[src/rtl/issue_pkg.sv]
// Shared types and sizing for the dual-issue scoreboard.
// Define ISSUE_SB_FORWARD_EN to let consumers issue in the producer's final pipe cycle.
package issue_pkg;

  localparam int SB_NUM_REGS = 128;
  localparam int SB_MAX_LAT  = 8;

  function automatic int addr_w_f(input int num_regs);
    return (num_regs > 1) ? $clog2(num_regs) : 1;
  endfunction

  function automatic int lat_w_f(input int max_lat);
    return $clog2(max_lat + 1);
  endfunction

  localparam int SB_ADDR_W = addr_w_f(SB_NUM_REGS);
  localparam int SB_LAT_W  = lat_w_f(SB_MAX_LAT);

`ifdef ISSUE_SB_FORWARD_EN
  localparam int READY_TH = 1;
`else
  localparam int READY_TH = 0;
`endif

  typedef struct packed {
    logic [SB_ADDR_W-1:0] rt;
    logic                 wr;
    logic [SB_ADDR_W-1:0] ra;
    logic [SB_ADDR_W-1:0] rb;
    logic [SB_ADDR_W-1:0] rc;
    logic [2:0]           src_use;
    logic [SB_LAT_W-1:0]  lat;
    logic                 nop;
  } issue_slot_t;

  typedef enum logic {
    PAIR     = 1'b0,
    ODD_ONLY = 1'b1
  } iss_state_e;

endpackage

[src/rtl/sb_counter_bank.sv]
// Per-register latency countdown counters with even/odd load ports,
// a source-ready vector and WAW compares for both destination registers.
module sb_counter_bank import issue_pkg::*; #(
  parameter int NUM_REGS = SB_NUM_REGS,
  parameter int ADDR_W   = SB_ADDR_W,
  parameter int LAT_W    = SB_LAT_W
) (
  input  logic                clk,
  input  logic                reset,
  input  logic                ev_ld_i,
  input  logic [ADDR_W-1:0]   ev_rt_i,
  input  logic [LAT_W-1:0]    ev_lat_i,
  input  logic                od_ld_i,
  input  logic [ADDR_W-1:0]   od_rt_i,
  input  logic [LAT_W-1:0]    od_lat_i,
  output logic [NUM_REGS-1:0] ready_o,
  output logic                ev_waw_ok_o,
  output logic                od_waw_ok_o
);

  localparam logic [LAT_W-1:0] TH = LAT_W'(READY_TH);

  logic [LAT_W-1:0] cnt_q [NUM_REGS];
  logic [LAT_W-1:0] cnt_d [NUM_REGS];

  // A load wins over the decrement; odd is younger so it wins a same-register tie.
  always_comb begin
    for (int i = 0; i < NUM_REGS; i++) begin
      if (od_ld_i && (od_rt_i == ADDR_W'(i))) begin
        cnt_d[i] = od_lat_i;
      end else if (ev_ld_i && (ev_rt_i == ADDR_W'(i))) begin
        cnt_d[i] = ev_lat_i;
      end else if (cnt_q[i] != {LAT_W{1'b0}}) begin
        cnt_d[i] = cnt_q[i] - LAT_W'(1);
      end else begin
        cnt_d[i] = {LAT_W{1'b0}};
      end
      ready_o[i] = (cnt_q[i] <= TH);
    end
  end

  always_ff @(posedge clk or posedge reset) begin
    if (reset) begin
      for (int i = 0; i < NUM_REGS; i++) begin
        cnt_q[i] <= {LAT_W{1'b0}};
      end
    end else begin
      for (int i = 0; i < NUM_REGS; i++) begin
        cnt_q[i] <= cnt_d[i];
      end
    end
  end

  assign ev_waw_ok_o = (cnt_q[ev_rt_i] <= ev_lat_i);
  assign od_waw_ok_o = (cnt_q[od_rt_i] <= od_lat_i);

endmodule

[src/rtl/issue_scoreboard.sv]
// Dual-issue RAW/WAW hazard and in-order issue control for an even/odd pipe pair.
// ISSUE_SB_FORWARD_EN selects the forwarding ready threshold (see issue_pkg).
module issue_scoreboard import issue_pkg::*; #(
  parameter int  NUM_REGS = SB_NUM_REGS,
  parameter int  MAX_LAT  = SB_MAX_LAT,
  parameter int  CNT_W    = 32,
  localparam int ADDR_W   = addr_w_f(NUM_REGS),
  localparam int LAT_W    = lat_w_f(MAX_LAT)
) (
  input  logic              clk,
  input  logic              reset,
  input  logic              pair_valid,
  output logic              pair_ready,
  input  logic              flush,
  input  logic [ADDR_W-1:0] ev_rt,
  input  logic              ev_wr,
  input  logic [ADDR_W-1:0] ev_ra,
  input  logic [ADDR_W-1:0] ev_rb,
  input  logic [ADDR_W-1:0] ev_rc,
  input  logic [2:0]        ev_use,
  input  logic [LAT_W-1:0]  ev_lat,
  input  logic              ev_nop,
  input  logic [ADDR_W-1:0] od_rt,
  input  logic              od_wr,
  input  logic [ADDR_W-1:0] od_ra,
  input  logic [ADDR_W-1:0] od_rb,
  input  logic [ADDR_W-1:0] od_rc,
  input  logic [2:0]        od_use,
  input  logic [LAT_W-1:0]  od_lat,
  input  logic              od_nop,
  output logic              issue_ev,
  output logic              issue_od,
  output logic [CNT_W-1:0]  stall_cnt
);

  iss_state_e         state_q;
  logic [CNT_W-1:0]   stall_cnt_q;
  logic [CNT_W-1:0]   stall_cnt_d;

  logic [NUM_REGS-1:0] ready_s;
  logic                ev_waw_ok_s;
  logic                od_waw_ok_s;
  logic [LAT_W-1:0]    ev_lat_eff_s;
  logic [LAT_W-1:0]    od_lat_eff_s;
  logic                ev_src_ok_s;
  logic                od_src_ok_s;
  logic                ev_ok_s;
  logic                od_ok_s;
  logic                go_s;
  logic                ev_pending_s;
  logic                od_reads_ev_s;
  logic                intra_haz_s;
  logic                issue_ev_s;
  logic                issue_od_s;

  assign ev_lat_eff_s = (ev_lat == {LAT_W{1'b0}}) ? LAT_W'(1) : ev_lat;
  assign od_lat_eff_s = (od_lat == {LAT_W{1'b0}}) ? LAT_W'(1) : od_lat;

  sb_counter_bank #(
    .NUM_REGS (NUM_REGS),
    .ADDR_W   (ADDR_W),
    .LAT_W    (LAT_W)
  ) u_bank (
    .clk         (clk),
    .reset       (reset),
    .ev_ld_i     (issue_ev_s & ev_wr & ~ev_nop),
    .ev_rt_i     (ev_rt),
    .ev_lat_i    (ev_lat_eff_s),
    .od_ld_i     (issue_od_s & od_wr & ~od_nop),
    .od_rt_i     (od_rt),
    .od_lat_i    (od_lat_eff_s),
    .ready_o     (ready_s),
    .ev_waw_ok_o (ev_waw_ok_s),
    .od_waw_ok_o (od_waw_ok_s)
  );

  assign ev_src_ok_s = (~ev_use[2] | ready_s[ev_ra]) &
                       (~ev_use[1] | ready_s[ev_rb]) &
                       (~ev_use[0] | ready_s[ev_rc]);
  assign od_src_ok_s = (~od_use[2] | ready_s[od_ra]) &
                       (~od_use[1] | ready_s[od_rb]) &
                       (~od_use[0] | ready_s[od_rc]);

  assign ev_ok_s = ev_nop | (ev_src_ok_s & (~ev_wr | ev_waw_ok_s));
  assign od_ok_s = od_nop | (od_src_ok_s & (~od_wr | od_waw_ok_s));

  assign go_s         = pair_valid & ~flush;
  assign ev_pending_s = (state_q == PAIR);
  assign issue_ev_s   = go_s & ev_pending_s & ev_ok_s;

  // Same-cycle dependencies on the even slot cannot be satisfied by the scoreboard yet.
  assign od_reads_ev_s = (od_use[2] & (od_ra == ev_rt)) |
                         (od_use[1] & (od_rb == ev_rt)) |
                         (od_use[0] & (od_rc == ev_rt));
  assign intra_haz_s   = issue_ev_s & ~ev_nop & ~od_nop & ev_wr &
                         (od_reads_ev_s | (od_wr & (od_rt == ev_rt)));

  assign issue_od_s = go_s & (issue_ev_s | ~ev_pending_s) & od_ok_s & ~intra_haz_s;

  assign issue_ev   = issue_ev_s;
  assign issue_od   = issue_od_s;
  assign pair_ready = issue_od_s;
  assign stall_cnt  = stall_cnt_q;

  always_ff @(posedge clk or posedge reset) begin
    if (reset) begin
      state_q <= PAIR;
    end else if (flush) begin
      state_q <= PAIR;
    end else begin
      case (state_q)
        PAIR: begin
          if (issue_ev_s && !issue_od_s) begin
            state_q <= ODD_ONLY;
          end else begin
            state_q <= PAIR;
          end
        end
        ODD_ONLY: begin
          if (issue_od_s) begin
            state_q <= PAIR;
          end else begin
            state_q <= ODD_ONLY;
          end
        end
        default: state_q <= PAIR;
      endcase
    end
  end

  always_comb begin
    if (pair_valid && !pair_ready && !flush && (stall_cnt_q != {CNT_W{1'b1}})) begin
      stall_cnt_d = stall_cnt_q + CNT_W'(1);
    end else begin
      stall_cnt_d = stall_cnt_q;
    end
  end

  always_ff @(posedge clk or posedge reset) begin
    if (reset) begin
      stall_cnt_q <= {CNT_W{1'b0}};
    end else begin
      stall_cnt_q <= stall_cnt_d;
    end
  end

endmodule
[config.mk]
export PLATFORM = sky130hd
export DESIGN_NAME = issue_scoreboard
export DESIGN_NICKNAME = d
export VERILOG_FILES = /design/src/rtl/issue_pkg.sv /design/src/rtl/sb_counter_bank.sv /design/src/rtl/issue_scoreboard.sv
export SDC_FILE = /design/constraint.sdc
export NUM_CORES = 2
export LEC_CHECK = 0
export CAP_MARGIN = 20
export CORE_ASPECT_RATIO = 0.9
export CORE_UTILIZATION = 55
export DETAILED_ROUTE_END_ITERATION = 8
export PLACE_DENSITY = 0.8
export SETUP_SLACK_MARGIN = 0.2
export SLEW_MARGIN = 40
export SYNTH_ARGS = -nofsm -noshare
export SYNTH_HDL_FRONTEND = slang
export SYNTH_SLANG_ARGS = --single-unit
[constraint.sdc]
create_clock -name clk -period 24.4 [get_ports clk]
set_input_delay 4.88 -clock clk [delete_from_list [all_inputs] [get_ports clk]]
set_output_delay 4.88 -clock clk [all_outputs]
set_load 0.05 [all_outputs]
[Yosys cells after proc, flatten, opt, wreduce, memory -nomap -nowiden]
Index checks and enable logic that the tools add are counted.
W data, S select, Z words.
Word-level totals
  register bits after elaboration: 545
Cells by class
  $add $sub $neg: 129
  order comparisons: 138
  equality and inequality tests: 259
  muxes and demuxes: 408
  bitwise logic cells: 53
  reductions and logical operators: 394
Operators with widths (number)
  $mux W4: 390
  $eq A7 B7 Y1 const B: 128
  $le A4 B1 Y1 const B: 128
  $reduce_bool A4 Y1: 128
  $sub A4 B1 Y4 const B: 128
  $eq A7 B6 Y1 const B: 64
  $logic_and A1 B1 Y1: 260
  $eq A7 B5 Y1 const B: 32
  $eq A7 B4 Y1 const B: 16
  $bmux W4 S7: 2
  $eq A7 B3 Y1 const B: 8
  $lt A7 B8 Y1 const B: 6
  $bmux W1 S7: 6
  $add A32 B1 Y32 const B: 1
  $ne A32 B32 Y1 const B: 1
  $eq A7 B2 Y1 const B: 4
  $eq A7 B7 Y1: 4
  $and A1 B1 Y1: 24
  $ge A8 B8 Y1 const B: 2
  $not A7 Y8: 2
  $eq A7 B1 Y1 const B: 2
  $logic_not A7 Y1: 2
  $or A1 B1 Y1: 14
  $not A1 Y1: 13
  5 further kinds: 16

[Logic depth before layout (Yosys ltp)]
  depth after elaboration: 20
  gate-level depth with buffers: 22
  mapped depth without buffers: 16

[Hierarchy]
Synthesis repeated with hierarchy kept, for this count alone.
Unflattened totals
  cell total of the unflattened synthesis: 5286
  area, all modules: 47750.8 sq um
By module, submodules not included
  sb_counter_bank: times used 1, cells an instance 4480, area an instance 38668.3 sq um
  issue_scoreboard: times used 1, cells an instance 806, area an instance 9082.5 sq um

[Worst setup path after synthesis]
Ideal clock, no wire load.
  path type: input port to output port
  start point: input port ev_rt[0]
  end point: output port pair_ready
  data arrival time: 11124 ps
  required time: 19520 ps
  setup slack: 8396 ps
  stages on the path: 20
  cell sequence: clkbuf_1 buf_1 buf_1 mux4_2 mux4_2 mux4_2 mux2_2 ha_1 nor2b_1 o211ai_1 a21oi_1 nor4_1 nor3_1 o32a_1 a311oi_4 a211o_1 o211ai_1 clkbuf_1 nor2_1 buf_4
On the way
  longest elaborated chain between the ends: 15
  elaborated cells on any way between the ends: 29
  those cells by class: 1 x order compare; 4 x eq/ne; 3 x mux; 21 x bitwise
Ends and longest elaborated chain
  start, declared: line issue_scoreboard.sv:15  | input logic [ADDR_W-1:0] ev_rt,
  $not A7 Y8 (implied by the code): line sb_counter_bank.sv:54  | assign ev_waw_ok_o = (cnt_q[ev_rt_i] <= ev_lat_i);
  $bmux W4 S7: line sb_counter_bank.sv:54
  $mux W4 (implied by the code) (2 in series): line sb_counter_bank.sv:54
  $le A4 B4 Y1: line sb_counter_bank.sv:54
  $or A1 B1 Y1: line issue_scoreboard.sv:84  | assign ev_ok_s = ev_nop | (ev_src_ok_s & (~ev_wr | ev_waw_ok_s));
  $and A1 B1 Y1: line issue_scoreboard.sv:84
  $or A1 B1 Y1: line issue_scoreboard.sv:84
  $and A1 B1 Y1: line issue_scoreboard.sv:89  | assign issue_ev_s = go_s & ev_pending_s & ev_ok_s;
  $and A1 B1 Y1 (4 in series): line issue_scoreboard.sv:95  | assign intra_haz_s = issue_ev_s & ~ev_nop & ~od_nop & ev_wr &
  $not A1 Y1: line issue_scoreboard.sv:98  | assign issue_od_s = go_s & (issue_ev_s | ~ev_pending_s) & od_ok_s & ~intra_haz_s;
  $and A1 B1 Y1 *: line issue_scoreboard.sv:98
  end, declared: line issue_scoreboard.sv:13  | output logic pair_ready,
Mark *: on every way between the ends. The rest lies on a longest branch, timed or not. The select of a mux whose other input is x is not followed.

[Worst setup path in the final report]
  start point: input port od_rt[0]
  end point: output port issue_od
On the way
  longest elaborated chain between the ends: 10
  elaborated cells on any way between the ends: 15
  those cells by class: 1 x order compare; 1 x eq/ne; 3 x mux; 10 x bitwise
Ends and longest elaborated chain
  start, declared: line issue_scoreboard.sv:23  | input logic [ADDR_W-1:0] od_rt,
  $not A7 Y8 (implied by the code): line sb_counter_bank.sv:55  | assign od_waw_ok_o = (cnt_q[od_rt_i] <= od_lat_i);
  $bmux W4 S7: line sb_counter_bank.sv:55
  $mux W4 (implied by the code) (2 in series): line sb_counter_bank.sv:55
  $le A4 B4 Y1: line sb_counter_bank.sv:55
  $or A1 B1 Y1: line issue_scoreboard.sv:85  | assign od_ok_s = od_nop | (od_src_ok_s & (~od_wr | od_waw_ok_s));
  $and A1 B1 Y1: line issue_scoreboard.sv:85
  $or A1 B1 Y1: line issue_scoreboard.sv:85
  $and A1 B1 Y1: line issue_scoreboard.sv:98
  $and A1 B1 Y1 *: line issue_scoreboard.sv:98
  end, declared: line issue_scoreboard.sv:32  | output logic issue_od,
Marked as above.

==> results.md <==
- For this design, the CTS-stage hold fixing added 0 buffers.
- Data on the critical path is required at its endpoint by 19.52 ns.
- The run finished, with violations left.
- The net count after synthesis is 5,170.
- The layout cell share with drive strength beyond 1 is 0.218.
- Leaving out fill and tap cells, the most frequent cell in the layout is mux2i_1.
- The fmax is 0.0586 GHz.
- The number of synthesized flops with an enable pin is 0.
- The startpoint of the tightest hold check path is stall_cnt[4]$_DFFE_PP0P_.
- The post-detailed-route DRC marker count is 8.
- The stage delay of the slowest cell on the critical path is ~0.8 ns.
- The initial utilization of the core area, before any placement, comes to 0.556.
- After synthesis, the netlist uses 82 different library cells.
- The slowest stage of the critical path belongs to the cell clkdlybuf4s50_1.
- Clock latency on the worst-skew pair, taken at its later pin, is ~0.70 ns.
- The global-route total usage across every layer is 0.459.
- The setup fix buffers added after clock tree synthesis is 0.
- The via count of the first global-routing pass came to 46,600.
- The critical path starts at od_rt[0].
- The number of pins exceeding their max-slew limit in the final report was 0.
- Entering global routing, the biggest net connects 94 pins.
- The number of antenna violations at the first check in global routing is 24.
- The async set or reset register ratio after synthesis is 1.00.
- After layout, the minimum clock period comes to 17.08 ns.
- The final hold slack is 0.486 ns.
- Row generation in the floorplan step produced 105 rows.
- Setup repair after global routing left no endpoint under its margin.
- The final layout contains 5,044 nets.
- The largest buffer count on any clock path is 3.
- The die covers 93,500 um2.
- In this run the remaining antenna-violating nets after routing total 0.
- The post-route fraction of the period consumed by the critical path is 0.700.
- At the end of routability-driven placement, the weighted congestion stood at approximately 1.1.
- In the layout the commonest cells are mux2i_1, dfrtp_1, nor2_1.
- In this run the horizontal extent of the chip is approximately 320 um.
- The routed length per instance is 34.8 um.
- The critical path goes through buf_8, buf_4, buf_4, mux4_2, mux4_2, mux4_2, mux2_2, ha_1, nor2b_1, o21ai_0, nand2b_1, a21oi_1, o21ai_0, nor3_1, nand4_1, nor4_1, o211ai_1, buf_4, nor2_1, clkdlybuf4s50_1.
- The layer carrying the most global-route usage is met2.
- The number of placed instances, taps included, is 6,119.
- In the synthesized netlist the dominant register cell turns out to be dfrtp_1.
- The worst IR drop on VDD is about 63 uV.
- The register bit total from synthesis is between 500 and 600.
- The max-cap violation count is 0.
- The area of the core region is 91,300 um2.
- For met1 alone, demand over resource in global routing was 0.588.
- The layout overhead on the synthesized area is 9.17%.
- The checks that failed: DRC.
- In the global route stage, met2 resource usage came out at 0.615.
- Once layout is complete, the cells apart from fillers number 6,261.
- Summed over all layers, the routed wires come to 218,000 um.
- The total chip power is 2.63 mW.
- The final hold violation count came to 0.
- The worst max-slew margin expressed relative to the limit is 0.346.
- Of all nets on the critical path, the largest fanout is 46.
- The total overflow left after global routing is 0.
- The global-route wire length before repair is roughly 320,000 um.
- After detailed routing, the number of vias per cell comes to 7.87.
- For the worst setup path, the data arrival time is 12.20 ns.
- The number of warnings printed during yosys synthesis is 0.
- The synthesized area divided by synthesized cell count is 9.99 um2.
- The worst setup path is of the in -> out kind.
- The leakage power is 24.3 nW.
- The placed wire-length estimate after detailed placement is roughly 150,000 um.
- The final clock skew is 0.0362 ns.
- The y dimension of the die is 290 um.
- The count of pins on the block boundary is ~110.
- Summing every instance area after synthesis gives between 50,000 and 60,000 um2.
- The number of vias in the routed layout is approximately 49,000.
- The first routing iteration left 9,546 violations.
- The CTS tree is built.
- The cell chosen for the clock root is clkbuf_16.
- The placed instances occupy a cell area of 53,100 um2.
- The worst setup path is captured at an output pin.
- The sequential cell area fraction in the yosys report is 0.269.
- Synthesis handed over a netlist of 5,083 instances.
- For this design the ratio of total power to cell area is between 40 and 50 nW/um2.
- The post-layout instance area is between 50,000 and 60,000 um2.
- Clock-pin slew was measured on the worst setup and hold paths at 0.06 ns.
- The filler cells instantiated in the layout total 7,467.
- In this run, post-CTS repair resized a total of 0 instances.
- Counting every sink on the clock net gives 545.
- The total number of H-tree levels is 2.
- The slew at the pin closest to its max-slew limit is 0.981 ns.
- In this run, CTS created clock tree buffers numbering 60.
- The final-layout setup total negative slack is 0 ns.
- For met3 alone, demand over resource in global routing was 0.221.
- The first-pass iteration count of the detailed router is 9.
- The worst register-to-register path begins at u_bank.cnt_q[221]$_DFF_PP0_.
- The final-report setup violation count is 0.
- During placement, the flow inserted port buffers numbering about 110.
- The min-delay analysis places its worst path in the category reg -> reg.
- The nature of the critical path startpoint is a primary input.
[cell families (layout without fill, tap and decap cells)]
logic type                 after synthesis  in the layout  share of synthesized area
and+or+nand+nor                       1781           1781                      0.186
DFF                                    545            545                      0.269
xor gates and xnor gates                59             59                     0.0102
adders and majority gates                9              9                    0.00222
other                                    0             23                          0
AOI/OAI and AO/OA                      653            653                     0.0803
muxes                                 1511           1511                      0.410
buffers and inverters                  525            450                     0.0428
[worst max-delay path, delay by kind of cell]
| family | cells | cell delay [ns] |
|---|---|---|
| muxes | 4 | 1.98 |
| and+or+nand+nor | 6 | 1.43 |
| adders and majority gates | 1 | 0.30 |
| AOI/OAI and AO/OA | 4 | 0.61 |
| buffers and inverters | 5 | 2.85 |
[worst paths after layout]
| kind | endpoint | slack [ns] | cells after the start |
|---|---|---|---|
| max | issue_od | 7.32 | 20 |
| min | stall_cnt[4]$_DFFE_PP0P_ | 0.49 | 1 |
| max reg2reg | u_bank.cnt_q[445]$_DFF_PP0_ | 17.17 | 19 |
| min reg2reg | stall_cnt[4]$_DFFE_PP0P_ | 0.49 | 1 |
| max in group asynchronous | stall_cnt[12]$_DFFE_PP0P_ | 16.69 | 6 |
| min in group asynchronous | u_bank.cnt_q[279]$_DFF_PP0_ | 4.72 | 2 |
[area by class of cell]
type | count | area, um2 | share of cell area
Tap cell | 1230 | 1540 | 0.0278
Sequential cell | 545 | 13600 | 0.246
Timing Repair Buffer | 313 | 2680 | 0.0484
Clock buffer | 85 | 1750 | 0.0315
Inverter | 24 | 108 | 0.00194
Antenna cell | 23 | 57.6 | 0.00104
Clock inverter | 28 | 352 | 0.00635
Multi-Input combinational cell | 4013 | 35300 | 0.637
[report_power, final]
group / internal [mW] / switching [mW] / total (mW)
Clock: 0.573 / 0.421 / 0.994
Sequential: 0.931 / 0.0761 / 1.01
Combinational: 0.228 / 0.400 / 0.628
Total: 1.73 / 0.897 / 2.63
[registers in the layout (all words and copies together), names as in the netlist]
name          flops
stall_cnt        32
state_q           1
u_bank.cnt_q    512
[cell usage after synthesis, drive strengths merged, types with 19 or more instances]
| master | count | area, um2 |
|---|---|---|
| a211oi | 29 | 218 |
| a21oi | 139 | 696 |
| and3 | 56 | 350 |
| and4bb | 25 | 313 |
| buf | 166 | 825 |
| clkbuf | 335 | 1260 |
| dfrtp | 545 | 13600 |
| mux2 | 123 | 1390 |
| mux2i | 945 | 9460 |
| mux4 | 443 | 9980 |
| nand2 | 411 | 1540 |
| nand2b | 45 | 282 |
| nand3 | 117 | 836 |
| nand4 | 40 | 250 |
| nor2 | 474 | 1780 |
| nor2b | 79 | 494 |
| nor3 | 201 | 1020 |
| nor4 | 142 | 957 |
| o21ai | 252 | 1260 |
| o22ai | 38 | 238 |
| o31a | 64 | 561 |
| or2 | 19 | 119 |
| or4 | 31 | 233 |
| or4b | 61 | 611 |
| xnor2 | 41 | 359 |
[routing by layer]
layer,vias up,part of all wire,wire [um]
met4,29,0.080,17400
li1,19200,-,-
met1,23700,0.34,74600
met2,4998,0.39,85800
met3,1303,0.18,39700
met5,-,0.0016,343
[through the flow]
stage | setup WS [ns] | util
6_report | 7.32 | 0.607
3_3_place_gp | 7.51 | 0.579
5_1_grt | 6.98 | 0.606
2_1_floorplan | 4.28 | -
4_1_cts | 7.34 | 0.604
3_5_place_dp | 7.35 | 0.581
(Power assumes the default switching activity.)
